$ cat src/rtl/wt_cache_controller.sv
// Direct-mapped, write-through, no-write-allocate cache controller with
// 4-word line fills, single-word write-through and saturating hit/miss counters.
module wt_cache_controller #(
  parameter int WIDTH       = 32,
  parameter int MEM_DEPTH   = 1024,
  parameter int CACHE_LINES = 32,
  localparam int AW = $clog2(MEM_DEPTH),
  localparam int IW = $clog2(CACHE_LINES),
  localparam int TW = AW - IW - 2
) (
  input  logic               clk,
  input  logic               reset,
  input  logic [AW-1:0]      cpu_address,
  input  logic               cpu_read,
  input  logic               cpu_write,
  input  logic [WIDTH-1:0]   cpu_write_data,
  output logic [WIDTH-1:0]   cpu_read_data,
  output logic               cpu_ready,
  output logic               cpu_busy,
  output logic [AW-1:0]      mem_address,
  output logic               mem_read_en,
  output logic               mem_write_en,
  output logic [WIDTH-1:0]   mem_write_data,
  input  logic               mem_ready,
  input  logic [4*WIDTH-1:0] mem_read_data,
  output logic [15:0]        hit_count,
  output logic [15:0]        miss_count
);

  typedef enum logic [2:0] {
    S_IDLE,
    S_LOOKUP,
    S_FILL,
    S_FILL_WAIT,
    S_WR_WAIT
  } state_t;

  state_t r_state;

  logic [AW-1:0]          r_addr;
  logic [WIDTH-1:0]       r_wdata;
  logic                   r_is_write;
  logic [1:0]             r_beat;
  logic [CACHE_LINES-1:0] r_valid;
  logic [TW-1:0]          r_tag  [CACHE_LINES];
  logic [WIDTH-1:0]       r_data [CACHE_LINES][4];

  logic [WIDTH-1:0]       r_cpu_read_data;
  logic                   r_cpu_ready;
  logic [AW-1:0]          r_mem_address;
  logic                   r_mem_read_en;
  logic                   r_mem_write_en;
  logic [WIDTH-1:0]       r_mem_write_data;
  logic [15:0]            r_hits;
  logic [15:0]            r_misses;

  logic [TW-1:0]          w_tag;
  logic [IW-1:0]          w_idx;
  logic [1:0]             w_off;
  logic                   w_hit;
  logic                   w_line_fill;
  logic                   w_word_upd;
  logic [WIDTH-1:0]       w_fill_word;

  assign w_tag = r_addr[AW-1 -: TW];
  assign w_idx = r_addr[2 +: IW];
  assign w_off = r_addr[1:0];
  assign w_hit = r_valid[w_idx] && (r_tag[w_idx] == w_tag);

  // Array writes are gated by reset so an aborted fill or store never lands.
  assign w_line_fill = !reset && (r_state == S_FILL_WAIT) && mem_ready;
  assign w_word_upd  = !reset && (r_state == S_LOOKUP) && r_is_write && w_hit;
  assign w_fill_word = mem_read_data[32'(w_off) * WIDTH +: WIDTH];

  assign cpu_busy       = (r_state != S_IDLE);
  assign cpu_read_data  = r_cpu_read_data;
  assign cpu_ready      = r_cpu_ready;
  assign mem_address    = r_mem_address;
  assign mem_read_en    = r_mem_read_en;
  assign mem_write_en   = r_mem_write_en;
  assign mem_write_data = r_mem_write_data;
  assign hit_count      = r_hits;
  assign miss_count     = r_misses;

  // Tag and data arrays carry no reset; validity is tracked by r_valid alone.
  always_ff @(posedge clk) begin
    if (w_line_fill) begin
      for (int unsigned k = 0; k < 4; k++) begin
        r_data[w_idx][k[1:0]] <= mem_read_data[k*WIDTH +: WIDTH];
      end
      r_tag[w_idx] <= w_tag;
    end else if (w_word_upd) begin
      r_data[w_idx][w_off] <= r_wdata;
    end
  end

  always_ff @(posedge clk) begin
    if (reset) begin
      r_state          <= S_IDLE;
      r_valid          <= '0;
      r_cpu_ready      <= 1'b0;
      r_cpu_read_data  <= '0;
      r_mem_read_en    <= 1'b0;
      r_mem_write_en   <= 1'b0;
      r_mem_address    <= '0;
      r_mem_write_data <= '0;
      r_hits           <= '0;
      r_misses         <= '0;
      r_addr           <= '0;
      r_wdata          <= '0;
      r_is_write       <= 1'b0;
      r_beat           <= '0;
    end else begin
      r_cpu_ready <= 1'b0;
      case (r_state)
        S_IDLE: begin
          if (cpu_read ^ cpu_write) begin
            r_addr     <= cpu_address;
            r_wdata    <= cpu_write_data;
            r_is_write <= cpu_write;
            r_state    <= S_LOOKUP;
          end
        end

        S_LOOKUP: begin
          if (r_is_write) begin
            r_mem_address    <= r_addr;
            r_mem_write_data <= r_wdata;
            r_mem_write_en   <= 1'b1;
            r_state          <= S_WR_WAIT;
          end else if (w_hit) begin
            r_cpu_read_data <= r_data[w_idx][w_off];
            r_cpu_ready     <= 1'b1;
            if (r_hits != 16'hFFFF) r_hits <= r_hits + 16'd1;
            r_state         <= S_IDLE;
          end else begin
            if (r_misses != 16'hFFFF) r_misses <= r_misses + 16'd1;
            r_mem_address <= {w_tag, w_idx, 2'b00};
            r_mem_read_en <= 1'b1;
            r_beat        <= 2'd3;
            r_state       <= S_FILL;
          end
        end

        // Memory counts beats internally: exactly four read_en cycles per line.
        S_FILL: begin
          if (r_beat == 2'd0) begin
            r_mem_read_en <= 1'b0;
            r_state       <= S_FILL_WAIT;
          end else begin
            r_beat <= r_beat - 2'd1;
          end
        end

        S_FILL_WAIT: begin
          if (mem_ready) begin
            r_valid[w_idx]  <= 1'b1;
            r_cpu_read_data <= w_fill_word;
            r_cpu_ready     <= 1'b1;
            r_state         <= S_IDLE;
          end
        end

        S_WR_WAIT: begin
          r_mem_write_en <= 1'b0;
          if (mem_ready) begin
            r_cpu_ready <= 1'b1;
            r_state     <= S_IDLE;
          end
        end

        default: r_state <= S_IDLE;
      endcase
    end
  end

endmodule
$ cat config.mk
export PLATFORM = sky130hd
export DESIGN_NAME = wt_cache_controller
export DESIGN_NICKNAME = d
export VERILOG_FILES = /design/src/rtl/wt_cache_controller.sv
export SDC_FILE = /design/constraint.sdc
export NUM_CORES = 2
export LEC_CHECK = 0
export BUFFER_PORTS_ARGS = -buffer_cell sky130_fd_sc_hd__buf_2
export CORE_ASPECT_RATIO = 1.25
export CORE_MARGIN = 5
export CORE_UTILIZATION = 31
export DETAILED_ROUTE_END_ITERATION = 12
export PLACE_DENSITY = 0.56
export SLEW_MARGIN = 20
export SYNTH_ARGS = -nofsm -noshare
export SYNTH_HDL_FRONTEND = slang
export SYNTH_MEMORY_MAX_BITS = 65536
export SYNTH_SLANG_ARGS = --single-unit
$ cat constraint.sdc
create_clock -name clk -period 8.2 [get_ports clk]
set_input_delay 1.64 -clock clk [delete_from_list [all_inputs] [get_ports clk]]
set_output_delay 1.64 -clock clk [all_outputs]
set_load 0.02 [all_outputs]
==> summary.md <==
| Metric | Value |
|---|---|
| Most frequent cell on the critical path | `buf_4` |
| Synth Area in XOR/XNOR | `0.0206%` |
| Yosys cell types | `76` |
| CTS tree | `yes` |
| CTS max path bufs | `4` |
| Power density cells | `249 nW/µm²` |
| Most frequent cells in the layout | `4,192 x edfxtp_1, 948 x mux4_2, 416 x clkbuf_16, 411 x mux2i_1, 377 x nand2_1` |
| Mapped Area | `170,000 µm²` |
| Clock-pin slew on the worst setup and hold paths | `0.07 ns` |
| Lkg Pwr | `59.7 nW` |
| Port bufs | `284` |
| Sequential fraction of the synthesis area | `76.2%` |
| Hold path startpoint | `mem_write_data[30]` |
| Worst slack, placed | `2.32 ns` |
| Util after Layout | `35.8%` |
| # setup viols final | `0` |
| RR Endpoint | `cpu_read_data[11]` |
| Crit path DAT | `6.72 ns` |
| Met2 usage in global routing | `34.6%` |
| M3 GR Usage | `6.01%` |
| First-pass GRT wire length | `833,000 µm` |
| Vias per cell | `5.68` |
| Synth Area in Adders | `0.0220%` |
| Non-Filler Instances | `16.6k` |
| Worst slew pin tran | `1.38 ns` |
| Synth Warn # | `0` |
| Avg Cell Area, Syn | `20.5 µm²` |
| Outcome | `finished, final reports clean` |
| Setup Fix Bufs, Post-CTS | `0` |
| Gr ovfl total | `0` |
| Main combinational cell family by area after synthesis | `multiplexers` |
| Busiest grt layer | `met2` |
| CP peak stage delay | `0.86 ns` |
| Placed Area | `183,000 µm²` |
| Post-Syn Instances | `8,326` |
| Max Clock Freq | `170 MHz` |
| Max-capacitance violation count | `0` |
| CP top delay family | `simple AND/OR/NAND/NOR gates` |
| Hold Crit Depth | `2` |
| Critical path depth | `10` |
| Layout Area Growth over Synthesis | `15.2%` |
| First-pass DRT Iterations | `6` |
| Initial core utilization | `31.1%` |
| Worst hold path type | `reg2reg` |
| Post-synthesis mux area share | `16.2%` |
| Initial antenna violation count | `85` |
| R2R depth | `10` |
| Rows | `304` |
| CTS root buf | `clkbuf_16` |
| Setup WS post-layout | `2.33 ns` |
| Iter 0 DRT Violations | `13.6k` |
| DRC Markers | `0` |
| Max VDD drop | `0.194 mV` |
| Syn_nets | `8,504` |
| Average wire per standard cell | `37.9 µm` |
| Commonest non-fill, non-tap cell in the layout | `edfxtp_1` |
| Post-synth EDFFs | `4,192` |
| Pwr Total | `48.9 mW` |
| Crit path cell chain | `buf_4, nand2b_1, buf_4, nor2_2, buf_4, a21oi_1, nand3_1, or4_1, a21oi_1, o41ai_1` |
| CTS buffer count | `410` |
| H-tree levels | `5` |
| Crit Path Class | `reg2reg` |
| Final WL | `630,000 µm` |
| Tmin final | `5.87 ns` |
| Detail Route Antenna Nets | `0` |
| Critical Path Sink Type | `flip-flop` |
| Crit path buf inv count | `3` |
| Largest net degree at the start of global routing | `117` |
| Routing usage on met1 | `25.5%` |
| Die Height | `839 µm` |
| # IOs | `285` |
| Hpwl dp | `420,000 µm` |
| Synthesized flop and latch total | `4,386` |
| Aggregate global-route resource usage | `21.6%` |
| Startpoint type of the worst setup path | `flip-flop` |
| Nets | `9,027` |
| Total of cells resized after clock tree synthesis | `0` |
| RSZ-0062 raised after global routing | `false` |
| Synth Area in Compound Gates | `3.21%` |
| Via count | `94.3k` |
| Period utilization | `71.6%` |
| CP required | `9.05 ns` |
| Design area | `196,000 µm²` |
| Critical path fanouts, max | `31` |
| Count of final hold-check violations | `0` |
| Worst-Skew Late Latency | `1.03 ns` |
| Cells after DPL | `15.8k` |
| Ys async rst share | `0%` |
| R2R Setup Slk | `2.33 ns` |
| Post-cts hold buffer count | `0` |
| Global placer's final weighted congestion | `0.917` |
| Num Clock Sinks | `4,386` |
| Hold_ws | `0.456 ns` |
| Die ar. | `565,000 µm²` |
| Vias in the first global route | `90.6k` |
| Die Width | `673 µm` |
| Count of pins over their slew limit | `0` |
| Share of layout cells above drive strength 1 | `27.6%` |
| Setup TNS | `0 ns` |
| Core ar. | `548,000 µm²` |
| Rel. slew slack | `5.40%` |
| Filler Cells Inserted | `50.3k` |
| Worst path slowest cell | `dfxtp_4` |
| Post-Synth Simple-Gate Area | `2.97%` |
| Hold Crit Endpoint | `mem_write_data[30]` |
| Final setup skew | `0.0700 ns` |
| Main synth FF type | `edfxtp_1` |
-- layer usage --
metal / wire length [µm] / part of all wire (%)
met1: 214000 / 34
met2: 297000 / 47
met3: 68700 / 11
met4: 49000 / 7.8
met5: 427 / 0.068
-- layout make-up --
type | instances | area (µm²) | area share [%]
flip-flops and latches | 4386 | 130000 | 66.1
multi-input cells | 3440 | 39500 | 20.1
clock buffers | 520 | 10900 | 5.55
well taps | 7344 | 9190 | 4.68
repair buffers | 601 | 4180 | 2.13
clock inverters | 244 | 2500 | 1.28
diodes | 55 | 138 | 0.0701
inverters | 10 | 47.5 | 0.0242
-- sequential cells by signal (all words and copies together) (netlist names), named ones only --
register,flops
cpu_read_data,32
cpu_ready,1
hit_count,16
mem_address,10
mem_read_en,1
mem_write_data,32
mem_write_en,1
miss_count,16
r_addr,10
r_beat,2
r_data,4096
r_is_write,1
r_state,3
r_tag,96
r_valid,32
r_wdata,32
-- Yosys cell counts (all sizes together), types with 28 or more instances --
cell / count / share of area [%]
a22oi: 248 / 1.1
nand3: 136 / 0.42
nor2: 303 / 0.67
edfxtp: 4192 / 74
mux4: 948 / 13
nor3: 38 / 0.11
mux2i: 412 / 2.4
a31oi: 37 / 0.14
a211oi: 37 / 0.17
and3: 28 / 0.10
nor2b: 33 / 0.12
mux2: 179 / 1.2
buf: 301 / 0.99
clkbuf: 189 / 0.42
o22ai: 55 / 0.20
o21ai: 45 / 0.13
a21oi: 194 / 0.57
dfxtp: 194 / 2.3
nand4: 59 / 0.23
a21o: 35 / 0.15
nand2: 386 / 0.85
-- worst register-to-register path: cells and delay by family, from the launching register on --
kind,cells,cell delay [ns]
buffers and inverters,3,1.45
AO/OA/AOI/OAI,3,1.37
AND/OR/NAND/NOR,4,2.02
flip-flops,1,0.86
-- worst max-delay path by stage --
stage,startpoint,to
2_1_floorplan,reset,r_data[10][64]
3_3_place_gp,flip-flop,cpu_read_data[14]
3_5_place_dp,flip-flop,cpu_read_data[23]
4_1_cts,flip-flop,cpu_read_data[23]
5_1_grt,flip-flop,cpu_read_data[23]
6_report,flip-flop,cpu_read_data[11]
-- power breakdown --
group,switching (mW),internal [mW]
registers,0.238,24.6
clock network,8.65,10.7
logic,3.25,1.54
-- logic make-up (layout without fill, tap and decap cells) --
family / Yosys count / count (layout)
AO/OA/AOI/OAI: 800 / 800
XOR/XNOR: 4 / 4
adder cells (fa/ha/maj): 3 / 3
buffers and inverters: 500 / 1375
flip-flops: 4386 / 4386
multiplexers: 1539 / 1539
other: 0 / 55
AND/OR/NAND/NOR: 1094 / 1094
Note: power is estimated with default switching activity, not from simulation.
